===== src/rtl/bfp_stream_converter.sv =====
// rtl/bfp_stream_converter.sv - streaming FP-to-BFP group converter with valid/ready on both sides
// Optional macro BFP_RNE_EN selects round-to-nearest-even instead of round-half-up.
module bfp_stream_converter #(
    parameter int GRPSIZE    = 16,
    parameter int LANES      = 4,
    parameter int FPEXPSIZE  = 8,
    parameter int FPMANSIZE  = 23,
    parameter int BFPEXPSIZE = 8,
    parameter int BFPMANSIZE = 3
) (
    input  logic                  i_clk,
    input  logic                  i_rst_n,
    input  logic                  i_valid,
    output logic                  o_ready,
    input  logic [FPEXPSIZE-1:0]  i_exps [0:LANES-1],
    input  logic [FPMANSIZE:0]    i_mans [0:LANES-1],
    output logic                  o_valid,
    input  logic                  i_ready,
    output logic [BFPEXPSIZE-1:0] o_bfp_exp,
    output logic [BFPMANSIZE:0]   o_bfps [0:GRPSIZE-1],
    output logic                  o_sat
);

    localparam int          BEATS = GRPSIZE / LANES;
    localparam int          CW    = (BEATS > 1) ? $clog2(BEATS) : 1;
    localparam int unsigned EMAX  = (1 << BFPEXPSIZE) - 1;
`ifdef BFP_RNE_EN
    localparam bit          RNE   = 1'b1;
`else
    localparam bit          RNE   = 1'b0;
`endif

    typedef enum logic [1:0] {S_COLLECT, S_ALIGN, S_OUTPUT} state_t;

    state_t                r_state;
    state_t                w_next;
    logic [CW-1:0]         r_cnt;
    logic [BFPEXPSIZE-1:0] r_max;
    logic [BFPEXPSIZE-1:0] r_eexp [0:GRPSIZE-1];
    logic [FPMANSIZE:0]    r_man  [0:GRPSIZE-1];
    logic [BFPEXPSIZE-1:0] w_beat_exp [0:LANES-1];
    logic [BFPEXPSIZE-1:0] w_beat_max;
    logic [BFPMANSIZE+1:0] w_res [0:GRPSIZE-1];
    logic                  w_any_sat;
    logic                  w_take;
    logic                  w_last;

    // Zero stays zero so denormals never raise the shared exponent above real values.
    function automatic logic [BFPEXPSIZE-1:0] eff_exp(input logic [FPEXPSIZE-1:0] e);
        int unsigned t;
        t = 32'(e) + 32'd1;
        if (e == '0)
            return '0;
        else if (t > EMAX)
            return BFPEXPSIZE'(EMAX);
        else
            return BFPEXPSIZE'(t);
    endfunction

    // Returns {sat, sign, magnitude}.
    function automatic logic [BFPMANSIZE+1:0] align_round(
        input logic [BFPEXPSIZE-1:0] ee,
        input logic [BFPEXPSIZE-1:0] mx,
        input logic [FPMANSIZE:0]    m
    );
        logic [BFPEXPSIZE-1:0] s;
        logic [FPMANSIZE-1:0]  base;
        logic [FPMANSIZE-1:0]  a;
        logic [BFPMANSIZE-1:0] q;
        logic                  g;
        logic                  sticky;
        logic                  inc;
        s      = mx - ee;
        base   = (ee != '0) ? {1'b1, m[FPMANSIZE-1:1]} : m[FPMANSIZE-1:0];
        a      = base >> s;
        q      = a[FPMANSIZE-1 -: BFPMANSIZE];
        g      = a[FPMANSIZE-1-BFPMANSIZE];
        sticky = |a[FPMANSIZE-2-BFPMANSIZE:0];
        inc    = g && (!RNE || sticky || q[0]);
        if (inc && (&q))
            return {1'b1, m[FPMANSIZE], q};
        else
            return {1'b0, m[FPMANSIZE], q + BFPMANSIZE'(inc)};
    endfunction

    assign w_take = i_valid && o_ready;
    assign w_last = (r_cnt == CW'(BEATS - 1));

    always_comb begin
        w_beat_max = r_max;
        for (int l = 0; l < LANES; l++) begin
            w_beat_exp[l] = eff_exp(i_exps[l]);
            if (w_beat_exp[l] > w_beat_max)
                w_beat_max = w_beat_exp[l];
        end
    end

    always_comb begin
        w_any_sat = 1'b0;
        for (int i = 0; i < GRPSIZE; i++) begin
            w_res[i]  = align_round(r_eexp[i], r_max, r_man[i]);
            w_any_sat = w_any_sat | w_res[i][BFPMANSIZE+1];
        end
    end

    always_comb begin
        w_next  = r_state;
        o_ready = 1'b0;
        o_valid = 1'b0;
        case (r_state)
            S_COLLECT: begin
                o_ready = 1'b1;
                if (i_valid && w_last)
                    w_next = S_ALIGN;
            end
            S_ALIGN: w_next = S_OUTPUT;
            S_OUTPUT: begin
                o_valid = 1'b1;
                if (i_ready)
                    w_next = S_COLLECT;
            end
            default: w_next = S_COLLECT;
        endcase
    end

    always_ff @(posedge i_clk or negedge i_rst_n) begin
        if (!i_rst_n) begin
            r_state <= S_COLLECT;
            r_cnt   <= '0;
            r_max   <= '0;
        end else begin
            r_state <= w_next;
            if (w_take) begin
                r_cnt <= w_last ? '0 : r_cnt + CW'(1);
                r_max <= w_beat_max;
            end else if (r_state == S_OUTPUT && i_ready) begin
                r_max <= '0;
            end
        end
    end

    // Element storage needs no reset: every slot is rewritten before ALIGN reads it.
    always_ff @(posedge i_clk) begin
        if (w_take) begin
            for (int l = 0; l < LANES; l++) begin
                r_eexp[int'(r_cnt) * LANES + l] <= w_beat_exp[l];
                r_man[int'(r_cnt) * LANES + l]  <= i_mans[l];
            end
        end
    end

    always_ff @(posedge i_clk or negedge i_rst_n) begin
        if (!i_rst_n) begin
            o_bfp_exp <= '0;
            o_sat     <= 1'b0;
            for (int i = 0; i < GRPSIZE; i++)
                o_bfps[i] <= '0;
        end else if (r_state == S_ALIGN) begin
            o_bfp_exp <= r_max;
            o_sat     <= w_any_sat;
            for (int i = 0; i < GRPSIZE; i++)
                o_bfps[i] <= w_res[i][BFPMANSIZE:0];
        end
    end

endmodule


===== config.mk =====
export PLATFORM = sky130hd
export DESIGN_NAME = bfp_stream_converter
export DESIGN_NICKNAME = d
export VERILOG_FILES = /design/src/rtl/bfp_stream_converter.sv
export SDC_FILE = /design/constraint.sdc
export NUM_CORES = 1
export LEC_CHECK = 0
export CORE_MARGIN = 3
export CORE_UTILIZATION = 53
export DETAILED_ROUTE_END_ITERATION = 7
export HOLD_SLACK_MARGIN = 0.12
export PLACE_DENSITY_LB_ADDON = 0.12
export SLEW_MARGIN = 10
export SYNTH_ARGS = -nofsm -noshare
export SYNTH_HDL_FRONTEND = slang
export SYNTH_SLANG_ARGS = --single-unit

===== constraint.sdc =====
create_clock -name i_clk -period 7.9 [get_ports i_clk]
set_input_delay 0.79 -clock i_clk [delete_from_list [all_inputs] [get_ports i_clk]]
set_output_delay 0.79 -clock i_clk [all_outputs]
set_load 0.1 [all_outputs]

==> results.md, run 1 <==
- Area leader, netlist: edfxtp_1
- Post-synthesis instance total: 2071
- Distinct cells, synth: 89
- Start-to-end type of the worst setup path: primary input to register
- Number of DRC violations after detailed routing: 0
- Ys async rst share: 29.0%
- Worst min-delay path category: primary input to asynchronous set/reset pin
- Top cell type's share of synthesized area: 30.8%
- Post-synth top flop: edfxtp_1
- Number of H-tree branching levels: 2
- Post-Syn Area: 20300 µm²
- Via count of the first global-routing pass: 16500
- Share of final-layout standard cells stronger than drive strength 1: 9.24%
- Worst supply voltage drop on vdd: 0.198 mV
- Transition at the pin with the smallest max-transition slack: 1.05 ns
- Slowest-stage cell, CP: or4b_4
- Crit path time final: 7.60 ns
- Pwr/cell area: 424 nW/µm²
- Post-detailed-route wirelength per cell: 20.2 µm
- Detailed router's first-iteration violation count: 1359
- Leakage: 10.2 nW
- Post-placement cell area: 22700 µm²
- Die width: 201 µm
- Final-stage net count: 2639
- Growth of design area from synthesis to finish: 18.7%
- Number of sinks on the clock net: 293
- Worst slew slack as a fraction of its limit: 30.0%
- Nature of the critical path startpoint: primary input
- Number of inserted diodes: 0
- Max_cap viols: 0
- Antenna violations before repair: 1
- Remaining antenna violation count after routing: 0
- Clk slew on worst S/H paths: 0.06 ns
- Die footprint: 40600 µm²
- Number of top-level pins: 207
- Maximum clock rate: 132 MHz
- Outcome: complete, no violations
- Floorplan core area: 37100 µm²
- Total overflow reported by the global router: 0
- Starting Density: 54.5%
- Synth area leaders: edfxtp_1 (31%), ha_1 (12%), dfrtp_1 (11%), inv_1 (3.7%), nand2_1 (3.6%)
- Total track usage: 27.6%
- Pin count of the biggest net entering global routing: 66
- Critical path fanouts, max: 8
- Area of all placed cells without fillers: 24000 µm²
- Largest incremental delay on the critical path: 0.47 ns
- First-pass iteration count of the detailed router: 6
- Final-report setup violation count: 0
- Number of vias in the routed layout: 17200
- Yosys warning total: 0
- Least setup slack across all paths after layout: 0.301 ns
- Final period util: 96.2%
- First-pass GRT wire length: 89400 µm
- Dpl hpwl: 40200 µm
- Detailed-route vias per instance: 6.08
- Latest clock arrival within the worst-skew pair: 0.53 ns
- Clock tree from TritonCTS: yes
- Input/output buffers: 130
- CTS root buf: clkbuf_16
- Worst hold slack after final layout: 0.269 ns
- Total clock buffers created by CTS: 35
- Data required time at the worst endpoint: 8.32 ns
- Syn_nets: 2410
- Post-placement worst setup slack: -0.712 ns
- Share of the yosys chip area belonging to registers: 41.3%
- Slew Viols, Final: 0
- Final Hold Fails: 0
- Final weighted congestion of routability-driven global placement: 0.932
- Buffer depth of the longest clock path: 3
- Data arrival, critical path: 8.02 ns
- Post-synthesis sequential element count: 293
- Final routed wirelength across all metal layers: 57100 µm
- Avg Inst Size Synth: 9.78 µm²
- Clock skew: 0.0240 ns
- Die height: 201 µm
- Number of enable-type register cells in the synthesized netlist: 208
- Number of fill cells: 3048
- Number of placement rows: 70
- CP Capture Type: register
-- what timing repair did --
action | CTS | global route
pin swaps | 0 | 15
resized for setup | 3 | 28
setup buffers | 0 | 5
hold buffers | 0 | 0
gates cloned | 0 | 1
setup endpoints to repair | 8 | 8
-- kinds of logic (layout without fill, tap and decap cells) --
kind of cell	after synthesis	after routing	synth area share, %
mux	71	71	3.71
buf+inv	222	477	4.23
simple gates	687	688	17.2
xor+xnor	61	61	2.64
compound gates	530	530	17.5
fa+ha+maj	207	207	13.4
flops	293	293	41.3
-- report_power, final --
part           internal, mW  switching [mW]  total [mW]
sequential             2.08           0.234        2.31
combinational          2.28            3.99        6.27
clock                 0.946           0.667        1.61
-- final cells by class --
type / instances / area (µm²) / share of cell area [%]
Inverter: 197 / 739 / 3.08
Clock buffer: 46 / 1010 / 4.19
Sequential cell: 293 / 8370 / 34.8
Clock inverter: 18 / 160 / 0.666
Tap cell: 504 / 631 / 2.62
Multi-Input combinational cell: 1557 / 11200 / 46.5
Timing Repair Buffer: 216 / 1960 / 8.16
-- registers in the layout, indices dropped and copies added (netlist names) --
name,cells
o_bfp_exp,8
o_sat,1
r_eexp,128
o_bfps,64
r_max,8
r_man,80
r_cnt,2
r_state,2
-- synth_stat cells, types with 28 or more instances --
cell type	number
a211oi_1	34
nand3_1	53
nor2b_1	34
edfxtp_1	208
nand2b_1	34
nand2_1	194
xor2_1	33
xnor2_1	28
inv_1	197
a21oi_1	107
ha_1	191
mux2i_1	47
nor4_1	49
nor2_1	150
dfrtp_1	85
o21ai_0	114
nor3_1	35
a21o_1	36
-- per-layer routing --
metal  GRT usage [%]  up-vias  part of all wire, %
li1                -     8223                    -
met1            37.8     8267                   44
met2            45.1      618                   46
met3            4.84      111                  7.6
met4            8.50        0                  2.9
met5               0        -                    0
-- worst max-delay path, delay by kind of cell --
kind / cells / cell delay [ns]
and+or+nand+nor: 7 / 1.29
adders and majority gates: 5 / 1.31
AOI/OAI and AO/OA: 22 / 3.29
buffers and inverters: 7 / 0.97
muxes: 1 / 0.34
-- cells in the final DEF (no fill, tap or decap), types with 16 or more instances in the layout --
master / n
a21oi_1: 105
mux2_2: 20
o21ai_0: 111
o21ai_1: 19
nor2_1: 148
mux2i_1: 44
clkdlybuf4s50_1: 124
nor3_1: 35
clkbuf_16: 36
a211oi_1: 33
ha_1: 190
nand2_1: 194
nand2b_1: 32
a31oi_1: 22
buf_4: 86
inv_1: 197
xor2_1: 33
nor2b_1: 33
and3_1: 18
nand3_1: 53
xnor2_1: 28
fa_1: 16
a21o_1: 36
o21a_1: 24
edfxtp_1: 208
nand4_1: 22
o22ai_1: 21
nor4_1: 48
dfrtp_1: 84
-- stage by stage --
step           power [mW]  utilization, %  cells  TNS (ns)
2_1_floorplan        6.69               -   2071         0
3_3_place_gp         8.17            61.1   2761     -3.36
3_5_place_dp         8.34            61.1   2761     -4.82
4_1_cts              10.0            64.3   2825         0
5_1_grt              10.9            64.7   2831    -0.115
6_report             10.2            64.7   2831         0
-- path summary, 6_finish.rpt --
kind | end | startpoint | cells past startpoint | slack [ns]
hold / removal | o_bfps[3]$_DFFE_PN0N_ | i_rst_n | 1 | 0.27
hold reg to reg | o_bfps[47]$_DFFE_PN0N_ | r_man[4][23]$_DFFE_PP_ | 2 | 0.44
min in group i_clk | o_bfps[47]$_DFFE_PN0N_ | r_man[4][23]$_DFFE_PP_ | 2 | 0.44
setup reg to reg | r_max[0]$_DFFE_PN0P_ | r_max[2]$_DFFE_PN0P_ | 36 | 1.25
max in group asynchronous | r_max[1]$_DFFE_PN0P_ | i_rst_n | 2 | 6.52
setup / recovery | r_max[0]$_DFFE_PN0P_ | i_exps[24] | 42 | 0.30
No activity file was read; power rests on OpenSTA's default activity.
==> inputs of run 2 (changes only) <==
CORE_UTILIZATION = 59   (was 53)
clock period = 8 ns   (was 7.9 ns; I/O delays follow)
==> run 2 against run 1 <==
First-iteration DRC count rose by 6.0%. Cell count down 2.2%. Register-to-register slack better by 0.25 ns. Cell area fell by 0.87%. Via count grew 1.0%. Non-clock buffer count is the same.
==> results.md, run 2 (synthesized netlist as in run 1, its figures left out) <==
- Cell seen most often among critical-path stages: buf_4
- Multi-input gate area: 11200 µm² (about the same)
- Nature of the critical path startpoint: primary input (unchanged)
- Pwr/cell area: 418 nW/µm² (was 424 nW/µm²)
- Growth of design area from synthesis to finish: 17.7% (was 18.7%)
- Input/output buffers: 130 (unchanged)
- Hold Buf Count CTS: 0 (unchanged)
- Critical path fanouts, max: 6 (was 8)
- Die width: 191 µm (was 201 µm)
- Sequential group share of total power: 22.8% (was 22.7%)
- Die footprint: 36600 µm² (was 40600 µm²)
- CTS root buf: clkbuf_16 (unchanged)
- First-pass GRT wire length: 86000 µm (was 89400 µm)
- Number of flip-flops in the largest register: 128 (unchanged)
- Area of all placed cells without fillers: 23800 µm² (was 24000 µm²)
- Antenna violations before repair: 0 (was 1)
- Final Total Pwr: 9.97 mW (was 10.2 mW)
- Final period util: 96.1%
- Combinational power share: 63.2% (was 61.5%)
- Transition at the pin with the smallest max-transition slack: 1.27 ns (was 1.05 ns)
- Number of sinks on the clock net: 293 (unchanged)
- Maximum clock rate: 130 MHz
- R2r endpoint: r_max[0]$_DFFE_PN0P_ (unchanged)
- Crit path time final: 7.69 ns
- Slowest-stage cell, CP: or4b_4 (unchanged)
- First-pass iteration count of the detailed router: 6 (unchanged)
- Data arrival, critical path: 8.15 ns (was 8.02 ns)
- Pin count of the biggest net entering global routing: 66 (unchanged)
- Net switching component of the power: 4.81 mW (was 4.89 mW)
- Critical register-to-register path startpoint: r_max[2]$_DFFE_PN0P_ (unchanged)
- Data required time at the worst endpoint: 8.46 ns (was 8.32 ns)
- Via count of the first global-routing pass: 16600 (was 16500)
- Start-to-end type of the worst setup path: primary input to register (unchanged)
- Dpl hpwl: 39700 µm (was 40200 µm)
- Die height: 191 µm (was 201 µm)
- Detailed-route vias per instance: 6.28 (was 6.08)
- Detailed router's first-iteration violation count: 1440 (was 1359)
- Post-detailed-route wirelength per cell: 20.0 µm (was 20.2 µm)
- Proportion of power drawn by the clock network: 14.0% (was 15.8%)
- Post-placement worst setup slack: -0.533 ns (was -0.712 ns)
- Total track usage: 29.5% (was 27.6%)
- Number of top-level pins: 207 (unchanged)
- Starting Density: 60.1% (was 54.5%)
- Number of placement rows: 67 (was 70)
- Number of H-tree branching levels: 1 (was 2)
- Clock tree from TritonCTS: yes (unchanged)
- CP Capture Type: register (unchanged)
- Most common cell after layout, fill and taps aside: edfxtp_1 (unchanged)
- Max_cap viols: 0 (unchanged)
- Worst min-delay path category: primary input to asynchronous set/reset pin (unchanged)
- Leakage: 10.1 nW (was 10.2 nW)
- Worst slew slack as a fraction of its limit: 14.4% (was 30.0%)
- Remaining antenna violation count after routing: 0 (unchanged)
- Outcome: complete, no violations (unchanged)
- Minimum setup slack among reg-to-reg paths: 1.50 ns (was 1.25 ns)
- Cells on worst reg2reg path: 37 (was 36)
- Buffer depth of the longest clock path: 3 (unchanged)
- Largest incremental delay on the critical path: 0.57 ns (was 0.47 ns)
- Number of fill cells: 2561 (was 3048)
- Final weighted congestion of routability-driven global placement: 0.947 (was 0.932)
- Share of final-layout standard cells stronger than drive strength 1: 9.39% (was 9.24%)
- Least setup slack across all paths after layout: 0.308 ns (was 0.301 ns)
- Number of vias in the routed layout: 17400 (was 17200)
- Number of DRC violations after detailed routing: 0 (unchanged)
- Sum of negative setup slack: 0 ns (unchanged)
- Slew Viols, Final: 0 (unchanged)
- Clk slew on worst S/H paths: 0.07 ns (was 0.06 ns)
- Internal Pwr Total: 5.16 mW (was 5.30 mW)
- Floorplan core area: 33700 µm² (was 37100 µm²)
- Total clock buffers created by CTS: 31 (was 35)
- Latest clock arrival within the worst-skew pair: 0.57 ns (was 0.53 ns)
- Final routed wirelength across all metal layers: 55300 µm (was 57100 µm)
- Total overflow reported by the global router: 0 (unchanged)
- Final-report setup violation count: 0 (unchanged)
- Most flops, register: r_eexp (unchanged)
- Top library cells by usage in the layout, fill and taps aside: edfxtp_1 (208), inv_1 (197), nand2_1 (194) (unchanged)
- Final Hold Fails: 0 (unchanged)
- Largest registers: r_eexp (128), r_man (80), o_bfps (64) (unchanged)
- Number of inserted diodes: 0 (unchanged)
- Sw Ratio: 48.2% (was 48.0%)
- Post-placement cell area: 22600 µm² (was 22700 µm²)
- Clock skew: 0.0154 ns (was 0.0240 ns)
- Register cell area after layout: 8370 µm² (unchanged)
- Worst supply voltage drop on vdd: 0.325 mV (was 0.198 mV)
- Worst hold slack after final layout: 0.229 ns (was 0.269 ns)
- Final-stage net count: 2635 (was 2639)
run 2: critical path: cells and delay by family:
kind | cells | cell delay (ns)
buffers and inverters | 9 | 1.58
adder cells (fa/ha/maj) | 4 | 0.87
AO/OA/AOI/OAI | 19 | 2.81
multiplexers | 3 | 0.81
AND/OR/NAND/NOR | 6 | 1.21
run 2: timing repair:
item | 4_1_cts | 5_1_grt
setup endpoints to repair | 0 | 8
buffers inserted | 0 | 6
resized for setup | 0 | 45
run 2: worst max-delay path by stage:
| stage | start | to | slack [ns] | cells past startpoint |
|---|---|---|---|---|
| after floorplan | i_exps[24] | r_max[0]$_DFFE_PN0P_ | 0.01 | 38 |
| after global placement | i_exps[24] | r_max[0]$_DFFE_PN0P_ | -0.40 | 41 |
| after detailed placement | i_exps[24] | r_max[0]$_DFFE_PN0P_ | -0.53 | 41 |
| after CTS | i_exps[24] | r_max[0]$_DFFE_PN0P_ | 0.007 | 41 |
| after global routing | i_exps[30] | r_max[0]$_DFFE_PN0P_ | -0.08 | 41 |
| final | i_exps[30] | r_max[0]$_DFFE_PN0P_ | 0.31 | 41 |
run 2: final cells by class:
cell class                      count  share of cell area, %
Timing Repair Buffer              216                   8.21
Clock buffer                       40                   3.61
Multi-Input combinational cell   1557                   47.1
Inverter                          197                   3.10
Sequential cell                   293                   35.1
Clock inverter                     18                  0.536
Tap cell                          448                   2.35
run 2: metrics by stage:
step                      instances  util, %
after floorplan                2071        -
after global placement         2704     67.1
after detailed placement       2704     67.1
after CTS                      2762     70.0
after global routing           2769     70.7
final                          2769     70.7
run 2: power by group through the flow:
stage	combinational (mW)	clock [mW]	sequential, mW
global route	6.82	1.47	2.31
detailed placement	5.94	0	2.29
global placement	5.74	0	2.28
finish	6.31	1.39	2.27
CTS	5.97	1.41	2.26
floorplan	3.29	0	3.32
run 2: metal layers:
layer	part of all wire, %	up-vias	track usage, %
li1	-	8210	-
met1	42	8344	40.9
met5	0	-	0
met2	46	725	48.3
met3	8.3	120	3.89
met4	3.3	0	9.60
